`config.mk`:
```
export PLATFORM = sky130hd
export DESIGN_NAME = piso_async
export DESIGN_NICKNAME = d
export VERILOG_FILES = /design/src/rtl/piso_async.sv
export SDC_FILE = /design/constraint.sdc
export NUM_CORES = 1
export LEC_CHECK = 0
export BUFFER_PORTS_ARGS = -buffer_cell sky130_fd_sc_hd__buf_4
export CAP_MARGIN = 25
export CORE_AREA = 2 2 39 41
export CTS_BUF_LIST = sky130_fd_sc_hd__clkbuf_8
export DETAILED_ROUTE_END_ITERATION = 8
export DIE_AREA = 0 0 41 43
export SLEW_MARGIN = 20
export SYNTH_ARGS = -nofsm -noshare
export SYNTH_HDL_FRONTEND = slang
export SYNTH_SLANG_ARGS = --single-unit
export TNS_END_PERCENT = 1
```
`constraint.sdc`:
```
create_clock -name clk -period 2.99 [get_ports clk]
set_input_delay 0.4485 -clock clk [delete_from_list [all_inputs] [get_ports clk]]
set_output_delay 0.4485 -clock clk [all_outputs]
set_load 0.02 [all_outputs]
```
`src/rtl/piso_async.sv`:
```
// piso_async: parallel-in serial-out shift register with async active-high reset.
// Takes a WIDTH-bit word on load && ready. The word then leaves one bit per clock
// on serial_out, qualified by serial_valid. last marks the final bit of the frame.
// A new word can be taken on the last-bit cycle, so frames can run back to back.
module piso_async #(
    parameter int WIDTH     = 4,
    parameter int MSB_FIRST = 1
) (
    input  logic             clk,
    input  logic             reset,
    input  logic             load,
    input  logic [WIDTH-1:0] parallel_in,
    output logic             ready,
    output logic             serial_out,
    output logic             serial_valid,
    output logic             last
);

    localparam int CW = (WIDTH > 1) ? $clog2(WIDTH) : 1;

    typedef enum logic {IDLE, SHIFT} state_t;

    state_t          state, state_nxt;
    logic [WIDTH-1:0] shreg;
    logic [CW-1:0]    cnt;
    logic             cnt_zero;
    logic             accept;

    assign cnt_zero = (cnt == '0);
    // ready is a decode of registered state, so accept has no comb path to outputs
    assign accept   = load && ready;

    // State register
    always_ff @(posedge clk or posedge reset) begin
        if (reset) state <= IDLE;
        else       state <= state_nxt;
    end

    // Next-state: leave SHIFT only at frame end without a reload
    always_comb begin
        state_nxt = state;
        case (state)
            IDLE:    if (load) state_nxt = SHIFT;
            SHIFT:   if (cnt_zero && !load) state_nxt = IDLE;
            default: state_nxt = IDLE;
        endcase
    end

    // Output decode from registered state only
    always_comb begin
        ready        = 1'b1;
        serial_valid = 1'b0;
        serial_out   = 1'b0;
        last         = 1'b0;
        if (state == SHIFT) begin
            serial_valid = 1'b1;
            serial_out   = (MSB_FIRST != 0) ? shreg[WIDTH-1] : shreg[0];
            last         = cnt_zero;
            ready        = cnt_zero;
        end
    end

    // Datapath: load word, shift toward the output end, clear when the frame ends
    always_ff @(posedge clk or posedge reset) begin
        if (reset) begin
            shreg <= '0;
            cnt   <= '0;
        end else if (accept) begin
            shreg <= parallel_in;
            cnt   <= CW'(WIDTH - 1);
        end else if (state == SHIFT) begin
            if (cnt_zero) begin
                shreg <= '0;
            end else begin
                if (MSB_FIRST != 0) shreg <= {shreg[WIDTH-2:0], 1'b0};
                else                shreg <= {1'b0, shreg[WIDTH-1:1]};
                cnt <= cnt - CW'(1);
            end
        end
    end

endmodule
```
# Word-level counts from Yosys, hierarchy flattened

Index checks and enable logic that the tools add are counted.

Register bits: 7
Input port bits: 7
Output and inout bits: 4
Logic and storage cells: 25

Add/subtract/negate cells: 1
Equal/unequal tests: 1
Muxes and demuxes: 13
Bitwise logic cells: 1
Reduce and logical (&&, ||, !) cells: 6

Operators by type and width:

| cell                                                               | number |
|---|---|
| 4-bit two-way mux                                                  | 3 |
| 1-bit two-way mux                                                  | 6 |
| 2-bit two-way mux                                                  | 3 |
| 1-bit logical AND                                                  | 2 |
| 2-bit zero test                                                    | 1 |
| 2-bit by 1-bit != test with 1-bit output, second input constant    | 1 |
| 1-bit one-hot mux with 2 select lines                              | 1 |
| 2-bit AND reduction                                                | 1 |
| 2-bit nonzero test                                                 | 1 |
| 2-bit by 1-bit subtractor with 2-bit output, second input constant | 1 |
| 1-bit zero test                                                    | 1 |
| 1-bit NOT                                                          | 1 |

# Depth between registers and ports, before layout

Gate-level depths: netlist of the first run.

Depth after elaboration: 5
Depth in mapped cells: 6
Depth with buffers taken out: 5

# Worst setup path before layout of the first run

No wires, ideal clock.

Path type: reg-to-output
From: reg cnt[0]
To: out ready
Data arrival time: 1.027 ns
Required time: 2.542 ns
Slack: 1.514 ns
Stages on the path, launching flop included: 6
Path buffers: 1
Cells stage by stage: dfrtp_1 inv_1 ha_1 nor2b_4 buf_6 inv_1

Word-level cells in the longest chain between the ends: 2

Ends and longest elaborated chain:

| what                     | line | text |
|---|---|---|
| start: declaration       | 25   | `logic [CW-1:0] cnt;` |
| start signal: assignment | 70   | `cnt <= CW'(WIDTH - 1);` |
| start signal: assignment | 77   | `cnt <= cnt - CW'(1);` |
| 2-bit zero test          | 29   | `assign cnt_zero = (cnt == '0);` |
| 1-bit two-way mux        | 55   | `if (state == SHIFT) begin` |
| end: declaration         | 13   | `output logic ready,` |

Every way passes these cells.

# Final worst setup path of the first run

Ends and elaborated chain as after synthesis.

==> results.sh, run 1 <==
export IMPL_grt_pass1_vias=268
export IMPL_post_route_period_util_pct=63.4
export IMPL_reg2reg_depth=5
export IMPL_synth_nets=42
export IMPL_critPathKind="reg -> out"
export IMPL_area_delta_synth_final_pct=32.5
export IMPL_outcome="completed"
export IMPL_hold_ws_ns=0.162
export IMPL_coreArea_mm2=0.00138
export IMPL_ant_nets=0
export IMPL_vias=285
export IMPL_skew_ns=0.00250
export IMPL_gr_total_overflow=0
export IMPL_async_reset_ff_share_pct=100
export IMPL_switchingPower_mw=0.184
export IMPL_endpoint_kind="primary output"
export IMPL_p_int_mw=0.324
export IMPL_die_area_mm2=0.00176
export IMPL_clkLatencyLatePin_ns=0.22
export IMPL_synth_flop_cell="dfrtp_1"
export IMPL_clk_pin_slew_ns=0.04
export IMPL_diodes=0
export IMPL_cts_resized=0
export IMPL_critical_path_arrival_ns=1.45
export IMPL_startpoint_type="flip-flop"
export IMPL_regToRegStartpoint="cnt[0]"
export IMPL_synth_edf_count=0
export IMPL_maxSlewViolCount=0
export IMPL_rsz0062_at_grt="false"
export IMPL_synthTopCellsByArea="dfrtp_1 46%, mux2i_1 10%, a32oi_1 6.9%, nor3_2 5.2%, a21oi_2 4.6%"
export IMPL_tns_ns=0
export IMPL_grt_max_degree=12
export IMPL_synth_area_leader_cell="dfrtp_1"
export IMPL_combPwrFrac_pct=43.4
export IMPL_totalWireLength_um=660
export IMPL_reg2reg_setup_slack_ns=1.74
export IMPL_die_h_um=43
export IMPL_cts_buffer_depth=2
export IMPL_fmax_mhz=528
export IMPL_relSlewSlack_pct=81.6
export IMPL_io_pins=11
export IMPL_postCtsSetupRepairBufs=0
export IMPL_cts_root_buf="clkbuf_8"
export IMPL_period_needed_ns=1.89
export IMPL_gp_congestion=0.654
export IMPL_detail_route_wl_per_cell_um=10.6
export IMPL_final_common_cell="buf_4"
export IMPL_grt_util_all_layers_pct=9.54
export IMPL_grt_pass1_wl_um=1080
export IMPL_yosysWarnings=0
export IMPL_synth_seq_cells=7
export IMPL_dieWidth_um=41
export IMPL_netlist_area_leader_share_pct=45.9
export IMPL_cts_sinks=7
export IMPL_layout_drive_gt1_share_pct=41.3
export IMPL_rr_endpoint="cnt[1]"
export IMPL_maxCapViolations=0
export IMPL_clkPwrFrac_pct=25.0
export IMPL_cts_htree_levels=1
export IMPL_p_seq_share_pct=31.6
export IMPL_first_pass_iters=4
export IMPL_hold_class="in -> async"
export IMPL_power_total_mw=0.508
export IMPL_drt_iter0_drc=2
export IMPL_critPathRequiredTime_ns=2.54
export IMPL_ir_drop_uv=333
export IMPL_tightestPinTransition_ns=0.276
export IMPL_power_leakage_nw=0.253
export IMPL_synthDistinctLibCells=16
export IMPL_setup_viol_count_final=0
export IMPL_finalNetCount=55
export IMPL_final_util_pct=36.5
export IMPL_fill_cells=138
export IMPL_syn_area_per_cell_um2=11.2
export IMPL_hold_viol=0
export IMPL_final_cell_mix="10 x buf_4, 7 x dfrtp_1, 5 x inv_1, 4 x mux2i_1"
export IMPL_switching_share_pct=36.3
export IMPL_cts_tree="built"
export IMPL_ys_seq_area_share_pct=45.9
export IMPL_numPortBuffers=10
export IMPL_syn_area_um2=382
export IMPL_start_util_pct=27.6
export IMPL_holdBufCountCts=0
export IMPL_viasPerCell=4.60
export IMPL_antenna_found_initial=0
export IMPL_netlist_instances=34
export IMPL_cp_max_fo=9
export IMPL_rows=14
export IMPL_pwr_density_cell_mw_per_mm2=1010
export IMPL_numCtsBuffers=3
export IMPL_post_route_drc_count=0
[layout make-up]
class,instances,area (um^2),area share (%)
Sequential cell,7,175,34.7
Multi-Input combinational cell,21,175,34.7
Timing Repair Buffer,10,75.1,14.9
Clock buffer,3,41.3,8.17
Tap cell,16,20.0,3.96
Inverter,4,15.0,2.97
Clock inverter,1,3.75,0.743
[logic make-up (layout without fill, tap and decap cells)]
group           after synthesis  in the layout  synth area share (%)
compound gates                9              9                  16.7
flops                         7              7                  45.9
simple gates                  7              7                  15.4
buf+inv                       6             18                  8.19
mux                           4              4                  10.5
fa+ha+maj                     1              1                  3.28
[power by group through the flow]
stage	logic, mW	clock network, mW	registers, mW
after detailed placement	0.223	0	0.162
after CTS	0.225	0.130	0.161
after global routing	0.244	0.139	0.167
after global placement	0.220	0	0.162
after floorplan	0.172	0	0.163
final	0.221	0.127	0.161
[through the flow]
stage	instance area, um^2	setup WS [ns]	std cells
after floorplan	382	1.51	34
after global routing	505	0.999	62
after global placement	460	1.33	58
after CTS	505	1.08	62
final	505	1.10	62
after detailed placement	460	1.32	58
[registers in the layout, indices dropped and copies added (netlist names)]
register  cells
cnt           2
shreg         4
state         1
[layer usage]
layer	vias up	track usage, %	routed length [um]
li1	143	-	-
met1	132	11.0	297
met2	10	13.4	296
met3	0	4.71	65
met4	0	6.00	0
met5	-	0	0
[worst max-delay path by stage]
stage                        to  slack [ns]  cells past startpoint   start
final                     ready        1.10                      5  cnt[0]
after global routing      ready         1.0                      5  cnt[0]
after CTS                 ready        1.08                      5  cnt[0]
after detailed placement  ready        1.32                      5  cnt[0]
after global placement    ready        1.33                      5  cnt[0]
after floorplan           ready        1.51                      5  cnt[0]
[critical path, stage by stage, from the launching register on]
cell     delay (ns)
dfrtp_1        0.38
inv_1          0.06
ha_1           0.28
nor2b_4        0.28
inv_1          0.07
buf_4          0.16
[cell usage after synthesis, types with 2 or more instances]
master and number:
dfrtp_1 7, inv_1 4, mux2i_1 4, a32oi_1 3, o21ai_1 3, a21oi_2 2, nor3_2 2
Power figures use the tool's default switching activity.
==> run 2: changes to the inputs <==
ABC_AREA = 1   (was not set)
clock period = 1.8 ns   (was 2.99 ns; I/O delays follow)
==> results.sh, run 2 <==
export IMPL_viasPerCell=4.03
export IMPL_place_inst=75
export IMPL_die_h_um=43
export IMPL_critical_path_arrival_ns=1.21
export IMPL_post_route_period_util_pct=82.0
export IMPL_dieWidth_um=41
export IMPL_synth_flop_cell="dfrtp_1"
export IMPL_grt_pass1_vias=265
export IMPL_async_reset_ff_share_pct=100
export IMPL_period_needed_ns=1.48
export IMPL_final_util_pct=38.2
export IMPL_grt_busiest_layer="met1"
export IMPL_fin_ws_ns=0.324
export IMPL_ant_nets=0
export IMPL_numCtsBuffers=3
export IMPL_die_area_mm2=0.00176
export IMPL_outcome="completed"
export IMPL_layout_drive_gt1_share_pct=34.4
export IMPL_coreArea_mm2=0.00138
export IMPL_hold_class="in -> reg"
export IMPL_post_dp_cell_area_um2=473
export IMPL_syn_area_um2=378
export IMPL_endpoint_kind="primary output"
export IMPL_post_route_drc_count=0
export IMPL_met3_usage_pct=3.14
export IMPL_first_pass_iters=3
export IMPL_synth_seq_cells=7
export IMPL_cp_max_fo=8
export IMPL_grt_max_degree=9
export IMPL_grt_pass1_wl_um=1100
export IMPL_met2_usage_pct=10.3
export IMPL_area_delta_synth_final_pct=39.7
export IMPL_grt_util_all_layers_pct=9.78
export IMPL_cts_tree="built"
export IMPL_cts_buffer_depth=2
export IMPL_critPathKind="reg -> out"
export IMPL_grt_util_met1_pct=14.1
export IMPL_fmax_mhz=677
export IMPL_tightestPinTransition_ns=0.262
export IMPL_synth_nets=57
export IMPL_netlist_instances=49
export IMPL_finalNetCount=73
export IMPL_ys_seq_area_share_pct=46.4
export IMPL_stdcell_count=80
export IMPL_startpoint_type="flip-flop"
export IMPL_syn_area_per_cell_um2=7.71
export IMPL_drt_iter0_drc=3
export IMPL_dp_slack_ns=0.554
export IMPL_gp_congestion=0.653
export IMPL_reg_top3="shreg x4, cnt x2, state x1"
export IMPL_power_leakage_nw=0.307
export IMPL_relSlewSlack_pct=82.5
export IMPL_cts_htree_levels=1
export IMPL_totalWireLength_um=695
export IMPL_yosys_top_cells_count="15 x nand2_1, 10 x inv_1, 7 x dfrtp_1, 7 x nand3_1, 3 x nand2_2"
export IMPL_final_common_cell="nand2_1"
export IMPL_power_total_mw=0.901
export IMPL_maxCapViolations=0
export IMPL_yosysWarnings=0
export IMPL_detail_route_wl_per_cell_um=8.69
export IMPL_numPortBuffers=10
export IMPL_cts_sinks=7
export IMPL_ir_drop_uv=638
export IMPL_top_register="shreg"
export IMPL_skew_ns=0.00216
export IMPL_final_area_um2=528
export IMPL_rsz0062_at_grt="false"
export IMPL_clk_pin_slew_ns=0.04
export IMPL_final_cell_mix="15 x nand2_1, 11 x inv_1, 10 x buf_4, 7 x nand3_1, 7 x dfrtp_1"
export IMPL_critPathRequiredTime_ns=1.53
export IMPL_rows=14
export IMPL_hold_viol=0
export IMPL_synthTopCellsByArea="dfrtp_1 46%, nand2_1 15%, inv_1 9.9%, nand3_1 9.3%, nand2_2 5.0%"
export IMPL_netlist_area_leader_share_pct=46.4
export IMPL_tns_ns=0
export IMPL_cts_root_buf="clkbuf_8"
export IMPL_hold_ws_ns=0.279
export IMPL_io_pins=11
export IMPL_yosysMostFrequentCell="nand2_1"
export IMPL_synth_area_leader_cell="dfrtp_1"
export IMPL_largest_reg_flops=4
export IMPL_setup_viol_count_final=0
export IMPL_maxSlewViolCount=0
export IMPL_vias=322
export IMPL_diodes=0
export IMPL_pwr_density_cell_mw_per_mm2=1710
export IMPL_start_util_pct=27.3
export IMPL_antenna_found_initial=0
export IMPL_place_hpwl_um=568
export IMPL_clkLatencyLatePin_ns=0.22
export IMPL_synthDistinctLibCells=10
export IMPL_synth_edf_count=0
export IMPL_gr_total_overflow=0
run 2: what timing repair did:
action,in CTS,in global routing
endpoints found under the hold margin,7,0
resized for setup,0,0
setup buffers,0,0
hold buffers,1,0
run 2: cells by family (layout without fill, tap and decap cells):
family	count (synthesis)	count (layout)	synth area share [%]
AO/OA/AOI/OAI	2	2	4.64
adder cells (fa/ha/maj)	1	1	3.31
buffers and inverters	12	27	11.9
flip-flops	7	7	46.4
AND/OR/NAND/NOR	27	27	33.8
run 2: cell type report:
class,instances,area [um^2]
multi-input combinational,30,158
clock buffer,3,41.3
sequential,7,175
timing repair buffer,11,85.1
inverter,12,45.0
clock inverter,1,3.75
tap,16,20.0
fill,144,856
run 2: worst paths after layout:
kind / end / startpoint / depth (start not counted) / slack (ns)
worst max-delay path: ready / cnt[1] / 5 / 0.32
worst min-delay path: shreg[0] / parallel_in[0] / 3 / 0.28
worst max register to register: shreg[2] / cnt[1] / 8 / 0.62
worst min register to register: shreg[2] / shreg[2] / 2 / 0.48
max in group asynchronous: shreg[0] / reset / 3 / 1.06
min in group asynchronous: cnt[0] / reset / 3 / 0.53
run 2: worst max-delay path, stage by stage, from the launching register on:
cell and delay, ns:
dfrtp_1 0.35, inv_1 0.05, ha_1 0.18, inv_1 0.12
nand2_4 0.10, buf_4 0.17
run 2: power by group:
| group | switching (mW) | internal (mW) | total (mW) |
|---|---|---|---|
| Combinational | 0.260 | 0.168 | 0.428 |
| Clock | 0.0648 | 0.147 | 0.212 |
| Sequential | 0.0400 | 0.221 | 0.261 |
run 2: routing by layer:
metal	part of all wire, %	vias up
li1	-	176
met1	52	135
met2	40	9
met3	5.2	2
met4	2.9	0
met5	0	-
==> run 3: changes to the inputs <==
clock period = 1.4 ns   (was 1.8 ns; I/O delays follow)
==> results.sh, run 3 (synthesized netlist as in run 2, its figures left out) <==
export IMPL_critical_path_arrival_ns=1.08
export IMPL_period_needed_ns=1.29
export IMPL_multi_input_area_um2=160
export IMPL_antenna_found_initial=0
export IMPL_cts_sinks=7
export IMPL_critPathKind="reg -> out"
export IMPL_rows=14
export IMPL_skew_ns=0.00312
export IMPL_hold_viol=0
export IMPL_cts_root_buf="clkbuf_8"
export IMPL_gr_total_overflow=0
export IMPL_place_hpwl_um=560
export IMPL_dieWidth_um=41
export IMPL_ir_drop_uv=732
export IMPL_clkLatencyLatePin_ns=0.23
export IMPL_die_h_um=43
export IMPL_clk_pin_slew_ns=0.04
export IMPL_grt_pass1_vias=253
export IMPL_tightestPinTransition_ns=0.267
export IMPL_startpoint_type="flip-flop"
export IMPL_reg_top3="shreg x4, cnt x2, state x1"
export IMPL_outcome="completed"
export IMPL_final_cell_mix="15 x nand2_1, 10 x buf_4, 8 x inv_1, 7 x nand3_1, 7 x dfrtp_1"
export IMPL_rsz0062_at_grt="false"
export IMPL_top_register="shreg"
export IMPL_critPathRequiredTime_ns=1.19
export IMPL_dp_slack_ns=0.213
export IMPL_grt_pass1_wl_um=1110
export IMPL_area_sequential_um2=175
export IMPL_reg2reg_depth=9
export IMPL_pwr_density_cell_mw_per_mm2=2260
export IMPL_largest_reg_flops=4
export IMPL_reg2reg_setup_slack_ns=0.17
export IMPL_grt_max_degree=9
export IMPL_vias=324
export IMPL_diodes=0
export IMPL_start_util_pct=27.3
export IMPL_numPortBuffers=10
export IMPL_rr_endpoint="shreg[2]"
export IMPL_drt_iter0_drc=3
export IMPL_power_leakage_nw=0.309
export IMPL_fmax_mhz=775
export IMPL_viasPerCell=4.00
export IMPL_io_pins=11
export IMPL_numCtsBuffers=3
export IMPL_tns_ns=0
export IMPL_cts_buffer_depth=2
export IMPL_area_delta_synth_final_pct=43.7
export IMPL_fill_cells=152
export IMPL_finalNetCount=74
export IMPL_post_route_period_util_pct=92.1
export IMPL_totalWireLength_um=728
export IMPL_grt_util_all_layers_pct=9.85
export IMPL_relSlewSlack_pct=82.2
export IMPL_detail_route_wl_per_cell_um=8.99
export IMPL_coreArea_mm2=0.00138
export IMPL_layout_drive_gt1_share_pct=41.5
export IMPL_hold_class="in -> reg"
export IMPL_cp_max_fo=2
export IMPL_ant_nets=0
export IMPL_endpoint_kind="primary output"
export IMPL_regToRegStartpoint="cnt[1]"
export IMPL_post_route_drc_count=0
export IMPL_cp_startpoint="cnt[1]"
export IMPL_fin_ws_ns=0.110
export IMPL_gp_congestion=0.653
export IMPL_setup_viol_count_final=0
export IMPL_die_area_mm2=0.00176
export IMPL_cts_htree_levels=1
export IMPL_maxCapViolations=0
export IMPL_maxSlewViolCount=0
export IMPL_cts_tree="built"
export IMPL_first_pass_iters=3
export IMPL_final_common_cell="nand2_1"
export IMPL_crit_end="last"
-- run 3: cell types whose count changed in the layout (fill, tap and decap cells not counted) --
cell / change
inv_1: -3
inv_2: +2
buf_6: +1
clkinv_2: +1
ha_1: -1
ha_2: +1
-- run 3: per-stage QoR --
| stage | std cells | total power [mW] | hold slack (ns) | util [%] | area, um^2 |
|---|---|---|---|---|---|
| global route | 81 | 1.32 | 0.243 | 39.2 | 543 |
| finish | 81 | 1.23 | 0.219 | 39.2 | 543 |
| global placement | 75 | 0.887 | 0.160 | 34.2 | 473 |
| CTS | 80 | 1.21 | 0.216 | 38.4 | 532 |
| detailed placement | 75 | 0.896 | 0.163 | 34.2 | 473 |
| floorplan | 49 | 0.731 | 0.0134 | - | 378 |
-- run 3: layer usage --
| metal | wire length [um] | up-vias | global-route usage [%] | share of wire [%] |
|---|---|---|---|---|
| met5 | 0 | - | 0 | 0 |
| met4 | 21 | 0 | 10.0 | 2.9 |
| met3 | 31 | 3 | 3.14 | 4.3 |
| met2 | 293 | 10 | 9.69 | 40 |
| met1 | 383 | 135 | 15.0 | 53 |
| li1 | - | 176 | - | - |
-- run 3: what timing repair did --
action,4_1_cts,5_1_grt
resized for setup,3,1
gates cloned,0,0
endpoints found under the setup margin,1,1
endpoints found under the hold margin,7,0
hold buffers,1,0
buffers inserted,0,1
-- run 3: layout make-up --
type                       instances  share of cell area [%]
sequential                         7                    32.3
multi-input combinational         30                    29.5
timing repair buffer              12                    17.7
inverter                          12                    8.29
clock buffer                       3                    7.60
tap                               16                    3.69
clock inverter                     1                   0.922
-- run 3: worst min-delay path by stage --
| stage | startpoint | endpoint | slack [ns] | depth (start not counted) |
|---|---|---|---|---|
| global placement | reset | state | 0.16 | 2 |
| detailed placement | reset | shreg[3] | 0.16 | 2 |
| floorplan | reset | cnt[0] | 0.01 | 1 |
| CTS | parallel_in[0] | shreg[0] | 0.22 | 3 |
| finish | parallel_in[0] | shreg[0] | 0.22 | 3 |
| global route | parallel_in[0] | shreg[0] | 0.24 | 3 |
-- run 3: power breakdown --
part / total, mW / leakage [nW] / switching, mW / internal, mW
registers: 0.340 / 0.0848 / 0.0552 / 0.284
logic: 0.603 / 0.198 / 0.346 / 0.257
clock network: 0.283 / 0.0255 / 0.0901 / 0.193
-- run 3: critical path: stages (launching register included) --
cell	delay (ns)
dfrtp_1	0.38
inv_1	0.06
ha_2	0.17
nand2_1	0.05
inv_1	0.05
buf_4	0.13
